===== src/rtl/scan_mux_reg_pkg.sv =====
// Shared definitions for the scan_mux_reg block.
//   scan_mode_e   : encoding of the mode input (manual select / auto-scan)
//   DEFAULT_DWELL : dwell interval used by board top levels (1 s at 50 MHz)
//   DEFAULT_CNTW  : dwell counter width that holds DEFAULT_DWELL-1
package scan_mux_reg_pkg;

    typedef enum logic {
        MODE_MANUAL = 1'b0,
        MODE_SCAN   = 1'b1
    } scan_mode_e;

    localparam int DEFAULT_DWELL = 50000000;
    localparam int DEFAULT_CNTW  = 26;

endpackage


===== src/rtl/scan_mux_reg_dwell_timer.sv =====
// Dwell interval timer for the auto-scan pointer.
//   Clock  : system clock
//   Resetn : asynchronous active-low reset
//   clr    : force count to 0 (takes priority over en)
//   en     : count this cycle
//   tick   : high for the enabled cycle in which the count sits at DWELL-1;
//            the count wraps to 0 on that same edge
module dwell_timer #(
    parameter int DWELL = 3,
    parameter int CNTW  = 2
) (
    input  logic Clock,
    input  logic Resetn,
    input  logic clr,
    input  logic en,
    output logic tick
);

    localparam logic [CNTW-1:0] LAST_CNT = CNTW'(DWELL - 1);

    logic [CNTW-1:0] cnt;

    assign tick = en && (cnt == LAST_CNT);

    always_ff @(posedge Clock or negedge Resetn) begin
        if (!Resetn) begin
            cnt <= '0;
        end else if (clr) begin
            cnt <= '0;
        end else if (en) begin
            cnt <= tick ? '0 : cnt + CNTW'(1);
        end
    end

endmodule


===== src/rtl/scan_mux_reg.sv =====
// Registered N-channel, W-bit multiplexer with manual select and auto-scan.
//   Clock     : system clock, rising edge
//   Resetn    : asynchronous active-low reset
//   data_in   : packed channels, channel k at [k*W +: W]
//   sel       : manual channel select
//   mode      : 0 manual, 1 auto-scan
//   hold      : freeze pointer, dwell count and all outputs
//   out_data  : registered data of the selected channel
//   out_ch    : channel index currently driving out_data
//   ch_strobe : one-cycle pulse when out_ch changes
//   out_err   : high while the manual select is out of range
module scan_mux_reg
    import scan_mux_reg_pkg::*;
#(
    parameter int W     = 1,
    parameter int N     = 7,
    parameter int SELW  = 3,
    parameter int DWELL = DEFAULT_DWELL,
    parameter int CNTW  = DEFAULT_CNTW
) (
    input  logic            Clock,
    input  logic            Resetn,
    input  logic [N*W-1:0]  data_in,
    input  logic [SELW-1:0] sel,
    input  logic            mode,
    input  logic            hold,
    output logic [W-1:0]    out_data,
    output logic [SELW-1:0] out_ch,
    output logic            ch_strobe,
    output logic            out_err
);

    localparam logic [SELW-1:0] LAST_CH = SELW'(N - 1);

    logic [SELW-1:0] ptr, ptr_nxt, ch_nxt;
    logic [W-1:0]    data_nxt;
    logic            err_nxt;
    logic            mode_q;
    logic            run, sel_ok, scan_entry, scanning, tick, tmr_clr;

    function automatic logic [W-1:0] pick(input logic [N*W-1:0] bus,
                                          input logic [SELW-1:0] idx);
        pick = '0;
        for (int k = 0; k < N; k++) begin
            if (idx == SELW'(k)) pick = bus[k*W +: W];
        end
    endfunction

    // mode_q only updates on non-hold edges, so a mode change made during
    // hold is seen as an edge on the first released cycle.
    assign run        = !hold;
    assign sel_ok     = (sel <= LAST_CH);
    assign scan_entry = run && (mode == MODE_SCAN) && (mode_q == MODE_MANUAL);
    assign scanning   = run && (mode == MODE_SCAN) && (mode_q == MODE_SCAN);
    assign tmr_clr    = run && ((mode == MODE_MANUAL) || scan_entry);

    dwell_timer #(
        .DWELL (DWELL),
        .CNTW  (CNTW)
    ) u_dwell_timer (
        .Clock  (Clock),
        .Resetn (Resetn),
        .clr    (tmr_clr),
        .en     (scanning),
        .tick   (tick)
    );

    always_comb begin
        ptr_nxt  = ptr;
        ch_nxt   = out_ch;
        data_nxt = out_data;
        err_nxt  = out_err;
        if (run) begin
            if (mode == MODE_SCAN) begin
                if (scan_entry) begin
                    ptr_nxt = sel_ok ? sel : '0;
                end else if (tick) begin
                    ptr_nxt = (ptr == LAST_CH) ? '0 : ptr + SELW'(1);
                end
                // Output follows the updated pointer so the advance lands
                // exactly DWELL edges after scan entry.
                ch_nxt   = ptr_nxt;
                data_nxt = pick(data_in, ptr_nxt);
                err_nxt  = 1'b0;
            end else if (sel_ok) begin
                ch_nxt   = sel;
                data_nxt = pick(data_in, sel);
                err_nxt  = 1'b0;
            end else begin
                data_nxt = '0;
                err_nxt  = 1'b1;
            end
        end
    end

    always_ff @(posedge Clock or negedge Resetn) begin
        if (!Resetn) begin
            ptr       <= '0;
            mode_q    <= MODE_MANUAL;
            out_ch    <= '0;
            out_data  <= '0;
            out_err   <= 1'b0;
            ch_strobe <= 1'b0;
        end else begin
            ptr       <= ptr_nxt;
            out_ch    <= ch_nxt;
            out_data  <= data_nxt;
            out_err   <= err_nxt;
            ch_strobe <= (ch_nxt != out_ch);
            if (run) mode_q <= mode;
        end
    end

endmodule


===== config.mk =====
export PLATFORM = sky130hd
export DESIGN_NAME = scan_mux_reg
export DESIGN_NICKNAME = d
export VERILOG_FILES = /design/src/rtl/scan_mux_reg_pkg.sv /design/src/rtl/scan_mux_reg_dwell_timer.sv /design/src/rtl/scan_mux_reg.sv
export SDC_FILE = /design/constraint.sdc
export NUM_CORES = 1
export LEC_CHECK = 0
export CORE_ASPECT_RATIO = 1.1
export CORE_MARGIN = 2
export CORE_UTILIZATION = 64
export CTS_BUF_LIST = sky130_fd_sc_hd__clkbuf_4 sky130_fd_sc_hd__clkbuf_8
export CTS_CLUSTER_SIZE = 12
export DETAILED_ROUTE_END_ITERATION = 6
export GPL_TIMING_DRIVEN = 0
export HOLD_SLACK_MARGIN = 0.1
export MAX_ROUTING_LAYER = met4
export PLACE_DENSITY = 0.87
export SYNTH_ARGS = -nofsm -noshare
export SYNTH_HDL_FRONTEND = slang
export SYNTH_SLANG_ARGS = --single-unit

===== constraint.sdc =====
create_clock -name Clock -period 4.4 [get_ports Clock]
set_input_delay 0.66 -clock Clock [delete_from_list [all_inputs] [get_ports Clock]]
set_output_delay 0.66 -clock Clock [all_outputs]
set_load 0.02 [all_outputs]

==> flow_summary.yaml, run 1 <==
clocking:
  ctsHtreeMaxLevel: 2
  clk_latency_ns: 0.35
  cts_buffer_depth: 2
  numCtsBuffers: 5
  postCtsSetupBuffers: 0
  cts_resized: 0
  cts-root-buf: "clkbuf_4"
  path_clk_slew_ns: 0.11
  cts_tree: "built"
  cts.sinks: 36
  hold_buffers: 0
logic_synthesis:
  synthXorXnorAreaFrac_pct: 2.64
  syn-num-nets: 296
  synth_cell_types: 56
  synth.most_common_cell: "o21ai_0"
  synth_area_leaders: "dfrtp_1, o21ai_0, nand2_1"
  yosysTopAreaCell: "dfrtp_1"
  synthAdderAreaFrac_pct: 0.539
  synthSimpleGateAreaFrac_pct: 28.8
  netlist.area_leader.share_pct: 38.8
  yosys-top-cells-count: "o21ai_0, dfrtp_1, nand2_1, nor2_1, nand3_1"
  seq_area_frac_synth_pct: 38.8
  syn_avg_cell_area_um2: 8.26
  muxShareOfSynthArea_pct: 2.32
  synth-edff-count: 0
  async_reset_ff_share_pct: 100
  synth_top_family_by_area: "simple AND/OR/NAND/NOR gates"
  netlist_instances: 281
  synth_seq_cells: 36
  synthFlopType: "dfrtp_1"
  synth_area_um2: 2320
  synth_warnings: 0
  synth_compound_area_share_pct: 22.6
cells_and_area:
  final_cells: 354
  stdcell_area_um2: 2610
  area_growth_syn_to_layout_pct: 12.3
  diodes: 0
  final_layout_size_suffix_gt1_share_pct: 7.84
  nets: 320
  num-fill-cells: 279
drt:
  drc: 0
  dr.pass1.iters: 5
  via_count: 2278
  dr.first_iter.drc_count: 188
  via_per_inst: 6.44
  ant_nets: 0
  drt-total-wl_um: 5830
  wl_per_cell_um: 16.5
setup_path:
  critical_path_class: "flop to flop"
  start_kind: "flop"
  critPathMaxFanout: 10
  cp.arrival_ns: 3.00
  cp-end-kind: "flop"
  required_ns: 4.64
sta:
  slew_headroom_pct: 47.5
  slew_viol_final: 0
  period_needed_ns: 2.77
  skew_ns: 0.0115
  hold_viol: 0
  fmax_ghz: 0.362
  worstMarginPinSlew_ns: 0.788
  setup_viol: 0
  fin_crit_sh_pct: 62.9
  rsz0062_at_grt: "false"
  finalSetupTns_ns: 0
die:
  start_util_pct: 68.0
  die_x_um: 61.4
  io-pin-count: 20
  core_um2: 3410
  die-area_um2: 4130
  die_height_um: 67.2
  rows: 22
place:
  gp_congestion: 0.980
  hpwl_um: 4130
  dp.cells: 346
  port_buffers: 17
  placed_area_um2: 2550
flow_run:
  drv_cap: 0
power_and_ir_drop:
  p_seq_share_pct: 51.2
  vdd_ir_drop_max_mv: 0.216
  p_per_area_nw_per_um2: 270
  comb_power_share_pct: 22.2
  p_clk_share_pct: 26.6
  p_leak_nw: 1.05
  swShare_pct: 30.5
  p_switching_mw: 0.214
  intPower_mw: 0.489
global_route:
  grt_antenna_before_repair: 0
  grt_pass1_vias: 2105
  track_usage_pct: 32.2
  grt_remaining_overflow: 0
  grt_max_degree: 37
  grt_pass1_wl_um: 9480
outcome:
  status: "finished clean"
min_path:
  min_path_type: "primary input to async pin"
final cells by class:
type                       count  area [µm²]  area share, %
tap                           48        60.1           2.30
multi-input combinational    221        1320           50.6
buffer                        19        81.3           3.12
clock inverter                 2        10.0          0.384
inverter                       5        18.8          0.719
clock buffer                   6        51.3           1.97
sequential                    36         901           34.5
timing repair buffer          17         165           6.33
state kept, by name, indices dropped and copies added (netlist names):
signal and count:
ch_strobe 1, mode_q 1, out_ch 3, out_data 1, out_err 1, ptr 3, u_dwell_timer.cnt 26
path summary, 6_finish.rpt:
check                           slack (ns)               endpoint  depth (start not counted)                  start
worst min register to register        0.51                out_err                          2                out_err
min in group Clock                    0.51                out_err                          2                out_err
worst max register to register        1.63  u_dwell_timer.cnt[14]                          9  u_dwell_timer.cnt[20]
worst max-delay path                  1.63  u_dwell_timer.cnt[14]                          9  u_dwell_timer.cnt[20]
worst min-delay path                  0.38  u_dwell_timer.cnt[19]                          1                 Resetn
max in group asynchronous             3.52  u_dwell_timer.cnt[11]                          1                 Resetn
kinds of logic after synthesis:
group | count (synthesis)
buffers and inverters | 24
XOR/XNOR | 7
multiplexers | 4
flip-flops | 36
AND/OR/NAND/NOR | 128
AO/OA/AOI/OAI | 81
adder cells (fa/ha/maj) | 1
routing by layer:
metal  up-vias  part of all wire, %  global-route usage (%)
met5         -                    0                       -
met4         0                  2.3                    13.6
met3        18                  7.3                    5.17
met2       106                   49                    52.7
met1      1068                   41                    39.5
li1       1086                    -                       -
cells in the final DEF (no fill, tap or decap), drive strengths merged, types with 3 or more instances in the layout:
master,instances
nand4,8
nand3,18
buf,6
clkbuf,20
xor2,5
inv,5
nor2,23
dfrtp,36
o21ai,41
nor4,5
and3,9
a21o,3
a21oi,7
clkdlybuf4s50,16
and2,3
o211ai,3
nor3,9
nand2,34
o41ai,3
o31ai,7
a31oi,7
through the flow:
stage | utilization (%) | hold slack, ns | power (mW) | worst slack, ns
global route | 76.4 | 0.453 | 0.735 | 1.40
global placement | 74.8 | 0.475 | 0.519 | 1.41
floorplan | - | 0.364 | 0.465 | 1.90
detailed placement | 74.6 | 0.485 | 0.522 | 1.40
finish | 76.4 | 0.382 | 0.704 | 1.63
CTS | 76.4 | 0.399 | 0.706 | 1.72
power groups by stage:
stage,clock network (mW),logic [mW],registers [mW]
after floorplan,0,0.0910,0.374
after global placement,0,0.153,0.366
after detailed placement,0,0.155,0.367
after CTS,0.189,0.156,0.360
after global routing,0.201,0.171,0.363
final,0.187,0.156,0.360
worst max-delay path, cell delays in order, from the launching register on:
cell,delay (ns)
dfrtp_1,0.33
clkbuf_1,0.29
nor4b_1,0.30
nand4_1,0.28
or2_2,0.41
nand2_1,0.31
buf_2,0.32
nor2_1,0.07
o21ai_0,0.21
o41ai_1,0.13
No activity file was read; power rests on OpenSTA's default activity.
==> inputs of run 2 (changes only) <==
--- a/config.mk
+++ b/config.mk
@@ -7,14 +7,14 @@
 export LEC_CHECK = 0
 export CORE_ASPECT_RATIO = 1.1
 export CORE_MARGIN = 2
-export CORE_UTILIZATION = 64
+export CORE_UTILIZATION = 60
 export CTS_BUF_LIST = sky130_fd_sc_hd__clkbuf_4 sky130_fd_sc_hd__clkbuf_8
 export CTS_CLUSTER_SIZE = 12
 export DETAILED_ROUTE_END_ITERATION = 6
 export GPL_TIMING_DRIVEN = 0
 export HOLD_SLACK_MARGIN = 0.1
 export MAX_ROUTING_LAYER = met4
-export PLACE_DENSITY = 0.87
+export PLACE_DENSITY = 0.82
 export SYNTH_ARGS = -nofsm -noshare
 export SYNTH_HDL_FRONTEND = slang
 export SYNTH_SLANG_ARGS = --single-unit
==> constraint.sdc (replaced) <==
create_clock -name Clock -period 2.8 [get_ports Clock]
set_input_delay 0.42 -clock Clock [delete_from_list [all_inputs] [get_ports Clock]]
set_output_delay 0.42 -clock Clock [all_outputs]
set_load 0.02 [all_outputs]
==> run 2 against run 1 <==
Wire length up 3.9%. Register-to-register slack worse by 1.5 ns. Clock power up 140%. Die area up 6.2%. Critical path depth down 2. Sequential power up 58%. Combinational power up 60%. Non-clock buffer count up 1. Sequential cell count unchanged. Largest power group unchanged. Highest routed layer unchanged.
==> flow_summary.yaml, run 2 (synthesis gave the netlist of run 1 again) <==
cells_and_area:
  stdcell_area_um2: 2680
  reg_top3: "u_dwell_timer.cnt x26, out_ch x3, ptr x3"
  num-fill-cells: 305
  regMostFlops: "u_dwell_timer.cnt"
  nets: 321
  largest_register_ff_count: 26
  final_layout_size_suffix_gt1_share_pct: 8.79
  diodes: 0
  final_common_cell: "o21ai_0"
  layout_common_cells: "o21ai_0, dfrtp_1, nand2_1, nor2_1, nand3_1"
  area_growth_syn_to_layout_pct: 15.3
place:
  hpwl_um: 4180
  placed_area_um2: 2550
  port_buffers: 17
  place_ws_ns: 0.0550
  gp_congestion: 0.885
clocking:
  ctsHtreeMaxLevel: 2
  cts_tree: "built"
  numCtsBuffers: 5
  cts-root-buf: "clkbuf_8"
  cts_buffer_depth: 2
  clk_latency_ns: 0.29
  path_clk_slew_ns: 0.08
  hold_buffers: 0
  cts.sinks: 36
sta:
  worst_slack_ns: 0.162
  slew_headroom_pct: 45.4
  skew_ns: 0.00731
  worstMarginPinSlew_ns: 0.819
  fin_crit_sh_pct: 94.2
  finalSetupTns_ns: 0
  setup_viol: 0
  rsz0062_at_grt: "false"
  fmax_ghz: 0.379
  slew_viol_final: 0
  hold_viol: 0
  fin_hold_ws_ns: 0.215
  period_needed_ns: 2.64
drt:
  via_count: 2252
  dr.first_iter.drc_count: 186
  via_per_inst: 6.31
  wl_per_cell_um: 17.0
  drt-total-wl_um: 6060
  dr.pass1.iters: 4
  ant_nets: 0
  drc: 0
die:
  die_height_um: 69.3
  die-area_um2: 4380
  die_x_um: 63.3
  rows: 23
  core_um2: 3680
  start_util_pct: 63.0
  io-pin-count: 20
min_path:
  min_path_type: "primary input to async pin"
setup_path:
  required_ns: 2.95
  path_cells: "clkbuf_1 > nor4b_1 > nand4_1 > or2_2 > nand2_2 > clkbuf_1 > o21ai_0"
  cp.arrival_ns: 2.79
  cp-end-kind: "flop"
  rr_worst_depth: 7
  cp_top_family: "simple AND/OR/NAND/NOR gates"
  critical_path_class: "flop to flop"
  critPathMaxFanout: 10
  path_depth: 7
  path_common_cell: "clkbuf_1"
  cp_slowest_cell: "clkbuf_1"
  start_kind: "flop"
  slowest_delay_ns: 0.47
  crit_buf_inv: 2
power_and_ir_drop:
  p_leak_nw: 1.07
  p_per_area_nw_per_um2: 477
  vdd_ir_drop_max_mv: 0.304
  totalPowerFinal_mw: 1.28
flow_run:
  drv_cap: 0
global_route:
  grt_max_degree: 37
  grt_antenna_before_repair: 0
  grt_pass1_vias: 2177
  grt_remaining_overflow: 0
  track_usage_pct: 29.8
  grt_pass1_wl_um: 10100
outcome:
  status: "finished clean"
[run 2: repair_timing]
action / in CTS / in global routing
setup endpoints to repair: 0 / 12
buffers inserted: 0 / 1
gates resized for setup: 0 / 2
[run 2: path summary, 6_finish.rpt]
| path | from | end | slack (ns) |
|---|---|---|---|
| worst max-delay path | u_dwell_timer.cnt[20] | u_dwell_timer.cnt[9] | 0.16 |
| max in group asynchronous | Resetn | u_dwell_timer.cnt[21] | 2.06 |
| worst max register to register | u_dwell_timer.cnt[20] | u_dwell_timer.cnt[9] | 0.16 |
| worst min register to register | out_err | out_err | 0.50 |
| worst min-delay path | Resetn | u_dwell_timer.cnt[7] | 0.21 |
| min in group Clock | out_err | out_err | 0.50 |
[run 2: layout make-up]
class / instances / area, µm² / share of cell area [%]
clock buffers: 5 / 68.8 / 2.57
plain buffers: 19 / 81.3 / 3.04
repair buffers: 18 / 173 / 6.45
flip-flops and latches: 36 / 901 / 33.6
inverters: 5 / 18.8 / 0.701
well taps: 50 / 62.6 / 2.34
multi-input cells: 221 / 1330 / 49.7
clock inverters: 3 / 42.5 / 1.59
[run 2: through the flow]
stage / instances / utilization [%]
final: 357 / 72.7
after global routing: 357 / 72.7
after CTS: 356 / 72.2
after floorplan: 281 / -
after detailed placement: 348 / 69.2
after global placement: 348 / 69.4
[run 2: where the power goes]
part,total (mW),switching [mW],internal (mW)
Sequential,0.569,0.0256,0.543
Clock,0.458,0.195,0.263
Combinational,0.250,0.141,0.110
[run 2: layer usage]
layer	part of all wire, %	global-route usage, %	vias up
li1	-	-	1083
met1	42	35.3	1079
met4	1.7	10.6	0
met2	51	51.1	78
met3	5.4	5.36	12
met5	0	-	-
[run 2: worst register-to-register path, stage by stage, from the launching register on]
cell and delay (ns):
dfrtp_1 0.33, clkbuf_1 0.34, nor4b_1 0.30, nand4_1 0.24, or2_2 0.40, nand2_2 0.21, clkbuf_1 0.48, o21ai_0 0.20
==> inputs of run 3 (changes only) <==
--- a/config.mk
+++ b/config.mk
@@ -5,6 +5,7 @@
 export SDC_FILE = /design/constraint.sdc
 export NUM_CORES = 1
 export LEC_CHECK = 0
+export CAP_MARGIN = 20
 export CORE_ASPECT_RATIO = 1.1
 export CORE_MARGIN = 2
 export CORE_UTILIZATION = 60
@@ -14,7 +15,7 @@
 export GPL_TIMING_DRIVEN = 0
 export HOLD_SLACK_MARGIN = 0.1
 export MAX_ROUTING_LAYER = met4
-export PLACE_DENSITY = 0.82
+export PLACE_DENSITY = 0.9
 export SYNTH_ARGS = -nofsm -noshare
 export SYNTH_HDL_FRONTEND = slang
 export SYNTH_SLANG_ARGS = --single-unit
==> run 3 against run 2 <==
Sequential cell count did not move. Worst hold slack improved by 0.0041 ns. Critical path depth is 1 higher. Via count grew 2.5%. Largest power group unchanged. Critical endpoint is now u_dwell_timer.cnt[1]. Clock-buffer cell count is 3 higher. Clock power fell by 12%.
==> flow_summary.yaml, run 3 (synthesis gave the netlist of run 1 again) <==
outcome:
  status: "finished clean"
drt:
  dr.first_iter.drc_count: 131
  via_per_inst: 6.45
  wl_met3_um: 386
  ant_nets: 0
  met1_length_um: 2450
  dr.pass1.iters: 5
  via_count: 2309
  top_layer: "met4"
  drc: 0
  dr_wl_met2_um: 2990
  drt-total-wl_um: 5960
  wl_per_cell_um: 16.6
power_and_ir_drop:
  p_leak_nw: 1.07
  vdd_ir_drop_max_mv: 0.337
  p_per_area_nw_per_um2: 459
  totalPowerFinal_mw: 1.23
place:
  gp_congestion: 0.895
  dp.cells: 348
  port_buffers: 17
  hpwl_um: 4140
  place_ws_ns: -0.0378
setup_path:
  required_ns: 2.98
  start_kind: "flop"
  critical_path_class: "flop to flop"
  regToRegEndpoint: "u_dwell_timer.cnt[1]"
  rr_worst_depth: 8
  cp.arrival_ns: 2.85
  rrSetupSlack_ns: 0.13
  cp-end-kind: "flop"
  worstSetupEndpoint: "u_dwell_timer.cnt[1]"
  r2r_start: "u_dwell_timer.cnt[20]"
  critPathMaxFanout: 10
  cp-startpoint: "u_dwell_timer.cnt[20]"
cells_and_area:
  largest_register_ff_count: 26
  num-fill-cells: 292
  final_layout_size_suffix_gt1_share_pct: 9.09
  nets: 322
  final_cells: 358
  multiInputGateArea_um2: 1330
  area_growth_syn_to_layout_pct: 15.0
  seqCellArea_um2: 901
  layout_common_cells: "o21ai_0, dfrtp_1, nand2_1, nor2_1, nand3_1"
  reg_top3: "u_dwell_timer.cnt x26, out_ch x3, ptr x3"
  post-route-util_pct: 72.5
  regMostFlops: "u_dwell_timer.cnt"
  diodes: 0
  final_common_cell: "o21ai_0"
die:
  io-pin-count: 20
  die_height_um: 69.3
  start_util_pct: 63.0
  rows: 23
  die_x_um: 63.3
  die-area_um2: 4380
  core_um2: 3680
sta:
  finalSetupTns_ns: 0
  rsz0062_at_grt: "false"
  worst_slack_ns: 0.133
  hold_viol: 0
  fin_crit_sh_pct: 95.2
  fmax_ghz: 0.375
  skew_ns: 0.00334
  slew_viol_final: 0
  worstMarginPinSlew_ns: 0.821
  slew_headroom_pct: 45.3
  period_needed_ns: 2.67
  setup_viol: 0
min_path:
  min_path_type: "primary input to async pin"
global_route:
  track_usage_pct: 29.1
  grt_pass1_wl_um: 10000
  grt_max_degree: 37
  grt_pass1_vias: 2239
  grt_remaining_overflow: 0
  grt_antenna_before_repair: 0
flow_run:
  drv_cap: 0
clocking:
  cts.sinks: 36
  path_clk_slew_ns: 0.07
  clk_latency_ns: 0.29
  cts_buffer_depth: 2
  hold_buffers: 0
  cts_tree: "built"
  cts-root-buf: "clkbuf_8"
  numCtsBuffers: 5
  ctsHtreeMaxLevel: 2
==> run 3: per-layer routing <==
| metal | up-vias | track usage [%] |
|---|---|---|
| met1 | 1100 | 35.9 |
| met3 | 18 | 6.33 |
| met5 | - | - |
| met4 | 0 | 13.0 |
| li1 | 1090 | - |
| met2 | 101 | 46.0 |
==> run 3: critical path, stage by stage, from the launching register on <==
cell      delay (ns)
dfrtp_1         0.33
clkbuf_1        0.29
nor4b_1         0.37
nand4_1         0.25
or2_2           0.42
and2_1          0.18
clkbuf_1        0.17
clkbuf_1        0.29
a22o_1          0.25
==> run 3: timing repair <==
item / in CTS / in global routing
setup endpoints to repair: 0 / 14
setup buffers: 0 / 2
gates resized for setup: 0 / 2
==> run 3: worst min-delay path by stage <==
stage	slack, ns	from	end	depth (start not counted)
after floorplan	0.12	Resetn	ch_strobe	0
after global placement	0.48	out_err	out_err	2
after detailed placement	0.49	out_err	out_err	2
after CTS	0.24	Resetn	u_dwell_timer.cnt[15]	1
after global routing	0.28	Resetn	u_dwell_timer.cnt[15]	1
final	0.22	Resetn	u_dwell_timer.cnt[11]	1
==> run 3: cell type report <==
| cell class | count | share of cell area (%) |
|---|---|---|
| Timing Repair Buffer | 19 | 6.74 |
| Sequential cell | 36 | 33.7 |
| Inverter | 5 | 0.703 |
| Tap cell | 50 | 2.34 |
| Clock buffer | 8 | 3.65 |
| Multi-Input combinational cell | 221 | 49.8 |
| Buffer | 19 | 3.04 |
==> run 3: through the flow <==
| step | hold WS [ns] | area (µm²) |
|---|---|---|
| 6_report | 0.219 | 2670 |
| 5_1_grt | 0.278 | 2670 |
| 4_1_cts | 0.241 | 2650 |
| 3_5_place_dp | 0.490 | 2550 |
| 3_3_place_gp | 0.481 | 2550 |
| 2_1_floorplan | 0.124 | 2320 |
==> run 3: power by group <==
part / leakage (nW) / internal (mW) / switching, mW / total [mW]
registers: 0.483 / 0.543 / 0.0254 / 0.569
logic: 0.539 / 0.113 / 0.141 / 0.253
clock network: 0.0523 / 0.220 / 0.185 / 0.405
total: 1.07 / 0.876 / 0.351 / 1.23
